`src/rtl/pcint_group_ctrl.sv`:
```
// Pin-change interrupt group: pad synchroniser, masked edge detect, PCIFn flag and PCMSKn register.
// Optional macro PCINT_WAKE_EN adds a combinational pad-to-wake path that works with cp2 stopped.
module pcint_group_ctrl #(
  parameter int              WIDTH         = 4,
  parameter logic [7:0]      PCMSK_ADDRESS = 8'h73,
  parameter logic [5:0]      PCIFR_ADDRESS = 6'h1B,
  parameter int              PCIF_BIT      = 3
) (
  input  logic             cp2,
  input  logic             ireset,
  input  logic [5:0]       IO_Addr,
  input  logic             iore,
  input  logic             iowe,
  input  logic [7:0]       ramadr,
  input  logic             ramre,
  input  logic             ramwe,
  input  logic [7:0]       dbus_in,
  output logic [7:0]       dbus_out,
  output logic             out_en,
  input  logic [WIDTH-1:0] pin_i,
  input  logic             pcie_i,
  input  logic             SLEEP,
  input  logic             irqack,
  output logic [WIDTH-1:0] pcmsk_o,
  output logic             irq_o,
  output logic             wake_o
);

  logic [WIDTH-1:0] sync1_q, sync1_d;
  logic [WIDTH-1:0] sync2_q, sync2_d;
  logic [WIDTH-1:0] prev_q, prev_d;
  logic [WIDTH-1:0] pcmsk_q, pcmsk_d;
  logic             pcif_q, pcif_d;

  logic [WIDTH-1:0] edge_vec;
  logic             chg;
  logic             pcifr_sel;
  logic             pcmsk_sel;
  logic             pcifr_w1c;
  logic [7:0]       unused_dbus;

  assign unused_dbus = dbus_in;

  genvar gi;
  generate
    for (gi = 0; gi < WIDTH; gi++) begin : g_edge
      assign edge_vec[gi] = (sync2_q[gi] ^ prev_q[gi]) & pcmsk_q[gi];
    end
  endgenerate

  assign chg       = (|edge_vec) & pcie_i;
  assign pcifr_sel = (IO_Addr == PCIFR_ADDRESS);
  assign pcmsk_sel = (ramadr == PCMSK_ADDRESS);
  assign pcifr_w1c = iowe & pcifr_sel & dbus_in[PCIF_BIT];

  always_comb begin
    sync1_d = pin_i;
    sync2_d = sync1_q;
    prev_d  = sync2_q;
    pcmsk_d = pcmsk_q;
    pcif_d  = pcif_q;
    if (ramwe && pcmsk_sel) begin
      pcmsk_d = dbus_in[WIDTH-1:0];
    end
    if (pcifr_w1c || irqack) begin
      pcif_d = 1'b0;
    end
    // A detected edge overrides any clear in the same cycle so no edge is lost.
    if (chg) begin
      pcif_d = 1'b1;
    end
  end

  always_ff @(posedge cp2 or negedge ireset) begin
    if (!ireset) begin
      sync1_q <= '0;
      sync2_q <= '0;
      prev_q  <= '0;
      pcmsk_q <= '0;
      pcif_q  <= 1'b0;
    end else begin
      sync1_q <= sync1_d;
      sync2_q <= sync2_d;
      prev_q  <= prev_d;
      pcmsk_q <= pcmsk_d;
      pcif_q  <= pcif_d;
    end
  end

  // Only our own PCIFn bit is driven; the bus ORs in the other groups.
  always_comb begin
    dbus_out = 8'h00;
    out_en   = 1'b0;
    if (iore && pcifr_sel) begin
      out_en             = 1'b1;
      dbus_out[PCIF_BIT] = pcif_q;
    end
    if (ramre && pcmsk_sel) begin
      out_en   = 1'b1;
      dbus_out = dbus_out | 8'(pcmsk_q);
    end
  end

  assign pcmsk_o = pcmsk_q;
  assign irq_o   = pcif_q & pcie_i;

`ifdef PCINT_WAKE_EN
  assign wake_o = SLEEP & pcie_i & (|((pin_i ^ prev_q) & pcmsk_q));
`else
  logic unused_sleep;
  assign unused_sleep = SLEEP;
  assign wake_o       = 1'b0;
`endif

endmodule

```
`config.mk`:
```
export PLATFORM = sky130hd
export DESIGN_NAME = pcint_group_ctrl
export DESIGN_NICKNAME = d
export VERILOG_FILES = /design/src/rtl/pcint_group_ctrl.sv
export SDC_FILE = /design/constraint.sdc
export NUM_CORES = 1
export LEC_CHECK = 0
export CAP_MARGIN = 20
export CORE_UTILIZATION = 37
export DETAILED_ROUTE_END_ITERATION = 16
export HOLD_SLACK_MARGIN = 0.15
export PLACE_DENSITY = 0.88
export RECOVER_POWER = 100
export SLEW_MARGIN = 20
export SYNTH_ARGS = -nofsm -noshare
export SYNTH_HDL_FRONTEND = slang
export SYNTH_SLANG_ARGS = --single-unit
```
`constraint.sdc`:
```
create_clock -name cp2 -period 1.9 [get_ports cp2]
set_input_delay 0.38 -clock cp2 [delete_from_list [all_inputs] [get_ports cp2]]
set_output_delay 0.38 -clock cp2 [all_outputs]
set_load 0.02 [all_outputs]
```
Yosys cells after proc, flatten, opt, wreduce, memory -nomap -nowiden --
Index checks and enable logic that the tools add are counted.
Word-level totals: word-level logic and storage cells 32, register bits 17, output and inout port bits 15, input port bits 35
Cells by class: equality and inequality tests 2, bitwise operators 13, reduce and logical (&&, ||, !) cells 6, muxes and demuxes 6
Operators with widths (number):
- bitwise AND 1 bit | 8
- == test 8 x 7 -> 1 bit (second input constant) | 1
- == test 6 x 5 -> 1 bit (second input constant) | 1
- two-way mux 1 bit | 5
- two-way mux 4 bit | 1
- OR 4 bit | 1
- OR reduction 4 bit | 1
- bitwise XOR 1 bit | 4
- logical AND 1 bit | 3
- nonzero test 2 bit | 1
- logical OR 1 bit | 1

Logic depth before layout (Yosys ltp) --
Gate-level depths: netlist of run 1.
depth after elaboration 6, gate-level depth with buffers 4, mapped depth without buffers 4

Worst setup path after synthesis of run 1 --
OpenSTA, ideal clock, no wires.
kind input to output, from in ramadr[7], to out dbus_out[3], buffers on the path 0, slack 227 ps, data arrival time 1293 ps, stages 4, data required time 1520 ps, cells stage by stage nand4b_4 nor4_4 and2_2 a32o_1
On the way: longest elaborated chain between the ends 3
RTL lines:
- from (decl) | line 14 | input logic [7:0] ramadr,
- == test 8 x 7 -> 1 bit | line 53 | assign pcmsk_sel = (ramadr == PCMSK_ADDRESS);
- logical AND 1 bit | line 98 | if (ramre && pcmsk_sel) begin
- two-way mux 4 bit | line 98
- to (decl) | line 18 | output logic [7:0] dbus_out,
Every way passes these cells.

Final worst setup path of run 1 --
from in ramadr[5], to out dbus_out[3]
Same word-level chain as after synthesis.

==> reports/metrics.cfg, run 1 <==
[finish]
n_fill_cell=147
drive_above_1_share_pct=24.47
diodes=0
finalNonFillerCells=119
post-route-util_pct=64.21
nNetsFinal=130
fin_area_mm2=0.001145
syn2layout_area_growth_pct=56.95

[flow_run]
drv_cap=0

[global_route]
grt_use_total_pct=16.65
grt-ovfl-total=0
grt_pass1_vias=538
grt_max_degree=18
antenna_found_initial=0
grt_first_pass_wirelength_um=2394

[sta]
period_needed_ns=1.820
slew_violations=0
clock.fmax_mhz=549.5
hold_slack_ns=0.3589
finalCritPeriodShare_pct=95.77
max-slew-margin-rel_pct=52.40
rsz0062_at_grt=no
finalHoldViolCount=0
tightest_slew_ns=0.7116
finalSetupViolations=0
fin_worst_skew_ns=0.0004926

[outcome]
status=completed

[detailed_routing]
wl_per_cell_um=12.88
ant_nets=0
drc=0
viasPerCell=4.395
vias=523
dr.pass1.iters=1
drt_iter0_drc=0
routed_wl_um=1533

[synth]
synth_common_cells=dfrtp_1, buf_4, mux2_4, xor2_1, and3_2
synthArstFlopShare_pct=100.0
ys_seq_area_share_pct=58.32
synth_warnings=0
synth_area_leader_cell=dfrtp_1
synthesis.area_um2=729.5
synth_cell_types=19
syn_avg_cell_area_um2=14.59
synth_top_area_share_pct=58.32
synth_ff_type=dfrtp_1
synth_cells=50
synthTopCellsByArea=dfrtp_1, mux2_4, buf_4, xor2_1, nand4b_4
synth_edf_count=0
ys_ff_latch=17
synth_most_common_cell=dfrtp_1

[critical_path]
crit_family=simple AND/OR/NAND/NOR gates
path_buf_inv=2
worstPathArrival_ns=1.44
cp_slowest_cell=nor4_4
worst_setup_path_start_kind=input port
rrSetupSlack_ns=0.75
end_kind=output pin
crit_fanout=5
crit_chain=clkdlybuf4s15_1 > nand4b_4 > nor4_4 > and2_4 > a32o_2 > buf_6
criticalPathCategory=in2out
cp.required_ns=1.52
max_stage_delay_ns=0.29

[placement]
numPortBuffers=39
dpl_cell_area_mm2=0.001136
dp_cells=114
dp_hpwl_um=1278
gp_congestion=0.6711

[die]
die_h_um=46.40
die_area_mm2=0.002153
row_count=15
die_w_um=46.40
core_area_mm2=0.001783
start_util_pct=40.91
io_pins=50

[pwr]
ir_drop_uv=416.3
powerDensity_mw_per_mm2=595.8
finalPower_uw=682.1
leakage_uw=0.0005929

[clocking]
clock_latency_ns=0.27
cts-buffers-inserted=3
cts.sinks=17
clk_pin_slew_ns=0.09
ctsHoldBuffers=0
htree_levels=1
tritoncts=yes
clockBufferDepth=2
root_buffer=clkbuf_4

[worst_hold_path]
hold_path.class=reg2reg

placed cells by master (no fill, tap or decap), drive strengths merged:
cell type	instances
a21o	1
a22oi	2
a32o	2
and2	2
and3	4
buf	3
clkbuf	8
clkdlybuf4s15	4
clkdlybuf4s50	11
conb	5
dfrtp	17
dlygate4sd2	9
dlygate4sd3	10
inv	1
mux2	4
nand2	3
nand3	1
nand4b	1
nor4	1
nor4bb	1
xor2	4
worst reg2reg max path: stages (launching register included):
cell and delay [ns]:
dfrtp_1 0.40, xor2_1 0.15, a22oi_1 0.20, nand2_1 0.10, a32o_1 0.21
where the power goes:
part / internal [uW] / switching (uW)
Clock: 81.3 / 97.0
Sequential: 381 / 12.0
Combinational: 64.7 / 46.3
sequential cells by signal, indices dropped and copies added (netlist names):
register,count
prev_d,4
prev_q,4
pcmsk_o,4
sync1_q,4
pcif_q,1
metal layers:
layer	routed length (um)	GRT usage, %	vias up
met5	0	0	-
met4	0	7.059	0
met3	126	1.569	0
met2	868	30.83	30
met1	538	19.08	240
li1	-	-	253
stage by stage:
step	TNS, ns	setup slack [ns]
after detailed placement	-3.681	-0.7355
after CTS	0	0.06645
after global routing	0	0.002466
after floorplan	0	0.2275
after global placement	-3.123	-0.6556
final	0	0.08030
cells by family (layout without fill, tap and decap cells):
| kind of cell | after synthesis | in the layout | synth area share, % |
|---|---|---|---|
| AND/OR/NAND/NOR | 13 | 13 | 16.64 |
| buffers and inverters | 6 | 46 | 5.660 |
| multiplexers | 4 | 4 | 8.234 |
| other | 1 | 5 | 0.5141 |
| flip-flops | 17 | 17 | 58.32 |
| AO/OA/AOI/OAI | 5 | 5 | 5.832 |
| XOR/XNOR | 4 | 4 | 4.802 |
final cells by class:
class	instances	area [um^2]	area share, %
Sequential cell	17	425.4	37.16
Timing Repair Buffer	41	375.4	32.79
Multi-Input combinational cell	31	282.8	24.70
Tap cell	25	31.28	2.732
Clock buffer	4	26.28	2.295
Inverter	1	3.754	0.3279
worst paths after layout:
path / endpoint / from / cells after the start
setup / recovery: dbus_out[3] / ramadr[5] / 6
hold / removal: prev_d[0] / sync1_q[0] / 0
setup reg to reg: pcif_q / prev_d[1] / 4
hold reg to reg: prev_d[0] / sync1_q[0] / 0
max in group asynchronous: prev_d[3] / ireset / 1
min in group asynchronous: sync1_q[0] / ireset / 1
repair_timing:
item / CTS / global route
gates resized for setup: 37 / 5
buffers inserted: 1 / 0
pin swaps: 6 / 3
setup endpoints to repair: 6 / 1
(Power assumes the default switching activity.)
==> run 2, diff against run 1 <==
- ABC_AREA: default -> 1
- PLACE_DENSITY: 0.88 -> 0.86
==> reports/metrics.cfg, run 2 <==
[finish]
n_fill_cell=181  ; +23%
final_common_cell=nand2_1
syn2layout_area_growth_pct=57.54
fin_area_mm2=0.001202  ; +5.0%
final_cell_mix=nand2_1, clkdlybuf4s50_1, dfrtp_1
nNetsFinal=170  ; +31%
diodes=0  ; unchanged
drive_above_1_share_pct=14.18  ; -10 points
finalNonFillerCells=161  ; +35%
post-route-util_pct=61.92  ; -2.3 points

[placement]
dpl_cell_area_mm2=0.001202  ; +5.8%
numPortBuffers=39  ; unchanged
dp_hpwl_um=1445  ; +13%
dp_cells=156  ; +37%
gp_congestion=0.7216  ; +7.5%

[detailed_routing]
wl_per_cell_um=10.79  ; -16%
routed_wl_um=1737  ; +13%
drc=0  ; unchanged
vias=695  ; +33%
ant_nets=0  ; unchanged
drt_iter0_drc=1  ; +1
viasPerCell=4.317  ; -1.8%
dr.pass1.iters=2  ; +1

[sta]
finalSetupTns_ns=0  ; unchanged
finalCritPeriodShare_pct=98.49  ; +2.7 points
max-slew-margin-rel_pct=41.38  ; -11 points
finalHoldViolCount=0  ; unchanged
period_needed_ns=1.871  ; +0.05152 ns
slew_violations=0  ; unchanged
rsz0062_at_grt=no
finalSetupViolations=0  ; unchanged
hold_slack_ns=0.3569  ; -0.001998 ns
fin_worst_skew_ns=0.0008294  ; +0.0003368 ns
tightest_slew_ns=0.8793  ; +0.1676 ns
clock.fmax_mhz=534.4  ; -2.8%

[pwr]
power_frac_comb_pct=18.0  ; +1.7 points
ir_drop_uv=492.5  ; +18%
p_clk_share_pct=25.7  ; -0.4 points
leakage_uw=0.0006081  ; +2.6%
swShare_pct=23.91  ; +1.1 points
p_int_uw=531.9  ; +0.98%
powerDensity_mw_per_mm2=581.4  ; -2.4%
p_switching_uw=167.1  ; +7.6%
seq_power_share_pct=56.3  ; -1.3 points

[synth]
ys_ff_latch=17  ; unchanged
synthesis.area_um2=763.2  ; +4.6%
synth_cells=86  ; +72%
syn_avg_cell_area_um2=8.875  ; -39%
synth_area_leader_cell=dfrtp_1
ys_seq_area_share_pct=55.74  ; -2.6 points
synth_edf_count=0  ; unchanged
synth_top_area_share_pct=55.74  ; -2.6 points
synth_most_common_cell=nand2_1
synth_common_cells=nand2_1, dfrtp_1, inv_1
synth_cell_types=12  ; -7
synthTopCellsByArea=dfrtp_1, nand2_1, inv_1, nor2_1, buf_4
synth_ff_type=dfrtp_1
synth_warnings=0  ; unchanged
synthArstFlopShare_pct=100.0  ; unchanged

[die]
die_area_mm2=0.002248  ; +4.4%
start_util_pct=39.30  ; -1.6 points
core_area_mm2=0.001942  ; +8.9%
die_h_um=47.42  ; +2.2%
die_w_um=47.42  ; +2.2%
row_count=16  ; +1
io_pins=50  ; unchanged

[clocking]
htree_levels=1  ; unchanged
cts-buffers-inserted=3  ; unchanged
ctsHoldBuffers=0  ; unchanged
tritoncts=yes
root_buffer=clkbuf_4
cts.sinks=17  ; unchanged
clk_pin_slew_ns=0.09  ; about the same
clockBufferDepth=2  ; unchanged
clock_latency_ns=0.28  ; about the same

[worst_hold_path]
min_from=sync1_q[1]
hold-path-cell-count=0  ; unchanged
hold_path.class=reg2reg
hold_path_end=prev_d[1]

[critical_path]
cp.required_ns=1.52  ; about the same
worst_setup_path_start_kind=input port
crit_chain=clkdlybuf4s50_1 > nor3_4 > nand3_2 > nor2_1 > clkbuf_2
rrSetupSlack_ns=0.98  ; +0.23 ns
worstRegToRegCells=6  ; +2
reg2reg_from=prev_d[2]
worstPathArrival_ns=1.49  ; +0.05 ns
end_kind=output pin
criticalPathCategory=in2out
r2r-end=pcif_q
cp_slowest_cell=clkdlybuf4s50_1
crit_fanout=4  ; -1
max_stage_delay_ns=0.46  ; +0.17 ns

[global_route]
gr-usage-met3_pct=4.906  ; +3.3 points
use_met2_pct=33.70  ; +2.9 points
grt_first_pass_wirelength_um=2573  ; +7.5%
top_usage_layer=met2
grt_pass1_vias=629  ; +17%
grt-ovfl-total=0  ; unchanged
grt_use_total_pct=17.69  ; +1.0 points
use_met1_pct=16.83  ; -2.3 points
antenna_found_initial=0  ; unchanged
grt_max_degree=18  ; unchanged

[outcome]
status=completed

[flow_run]
drv_cap=0  ; unchanged

run 2: changes by cell type after synthesis, sizes merged, moves of 2 or more:
cell and change:
nor3 +2, o21ai +6, nand2 +19, nor2 +11, a32o -2, and2 -2
inv +14, mux2 -4, xor2 -4, a22oi -2, and3 -4, nand3 +5
run 2: layout make-up:
| class | instances | area, um^2 | area share (%) |
|---|---|---|---|
| clock buffers | 4 | 26.28 | 2.185 |
| well taps | 27 | 33.78 | 2.810 |
| inverters | 15 | 56.30 | 4.683 |
| multi-input cells | 53 | 254.0 | 21.12 |
| flip-flops and latches | 17 | 425.4 | 35.38 |
| repair buffers | 45 | 406.6 | 33.82 |
run 2: worst max-delay path, delay by kind of cell:
family	cells	cell delay [ns]
AND/OR/NAND/NOR	3	0.48
buffers and inverters	2	0.64
run 2: per-layer routing:
| layer | wire length (um) | share of wire, % | vias up |
|---|---|---|---|
| li1 | - | - | 347 |
| met1 | 613 | 35 | 322 |
| met2 | 1009 | 58 | 26 |
| met3 | 114 | 6.6 | 0 |
| met4 | 0 | 0 | 0 |
| met5 | 0 | 0 | - |
run 2: worst max path at each step:
stage	start	end	slack, ns	cells after the start
floorplan	ramadr[6]	dbus_out[0]	0.44	4
global placement	ramadr[1]	dbus_out[2]	-0.43	6
detailed placement	ramadr[1]	dbus_out[2]	-0.55	6
CTS	ramadr[7]	dbus_out[0]	0.01	5
global route	IO_Addr[1]	dbus_out[3]	0.01	6
finish	ramadr[2]	dbus_out[1]	0.03	5
run 2: through the flow:
step                      total power (uW)  setup WS (ns)
after CTS                            721.9        0.01336
after global routing                 745.6       0.009508
after detailed placement             536.9        -0.5485
after floorplan                      448.6         0.4425
after global placement               530.6        -0.4293
final                                699.0        0.02878
run 2: repair_timing:
| item | 4_1_cts | 5_1_grt |
|---|---|---|
| pin swaps | 7 | 4 |
| hold endpoints to repair | 0 | 0 |
| setup endpoints to repair | 6 | 3 |
| resized for setup | 31 | 3 |
| setup buffers | 1 | 0 |
run 2: cells by family (layout without fill, tap and decap cells):
kind of cell,count (synthesis),in the layout,share of synthesized area (%)
AND/OR/NAND/NOR,42,42,27.54
other,1,5,0.4913
flip-flops,17,17,55.74
AO/OA/AOI/OAI,6,6,3.935
buffers and inverters,20,64,12.30
run 2: power groups by stage:
stage	clock network, uW	registers, uW	logic (uW)
after floorplan	0	402	46.1
after global placement	0	399	131
after detailed placement	0	401	136
after CTS	194	394	134
after global routing	208	396	141
final	180	393	126
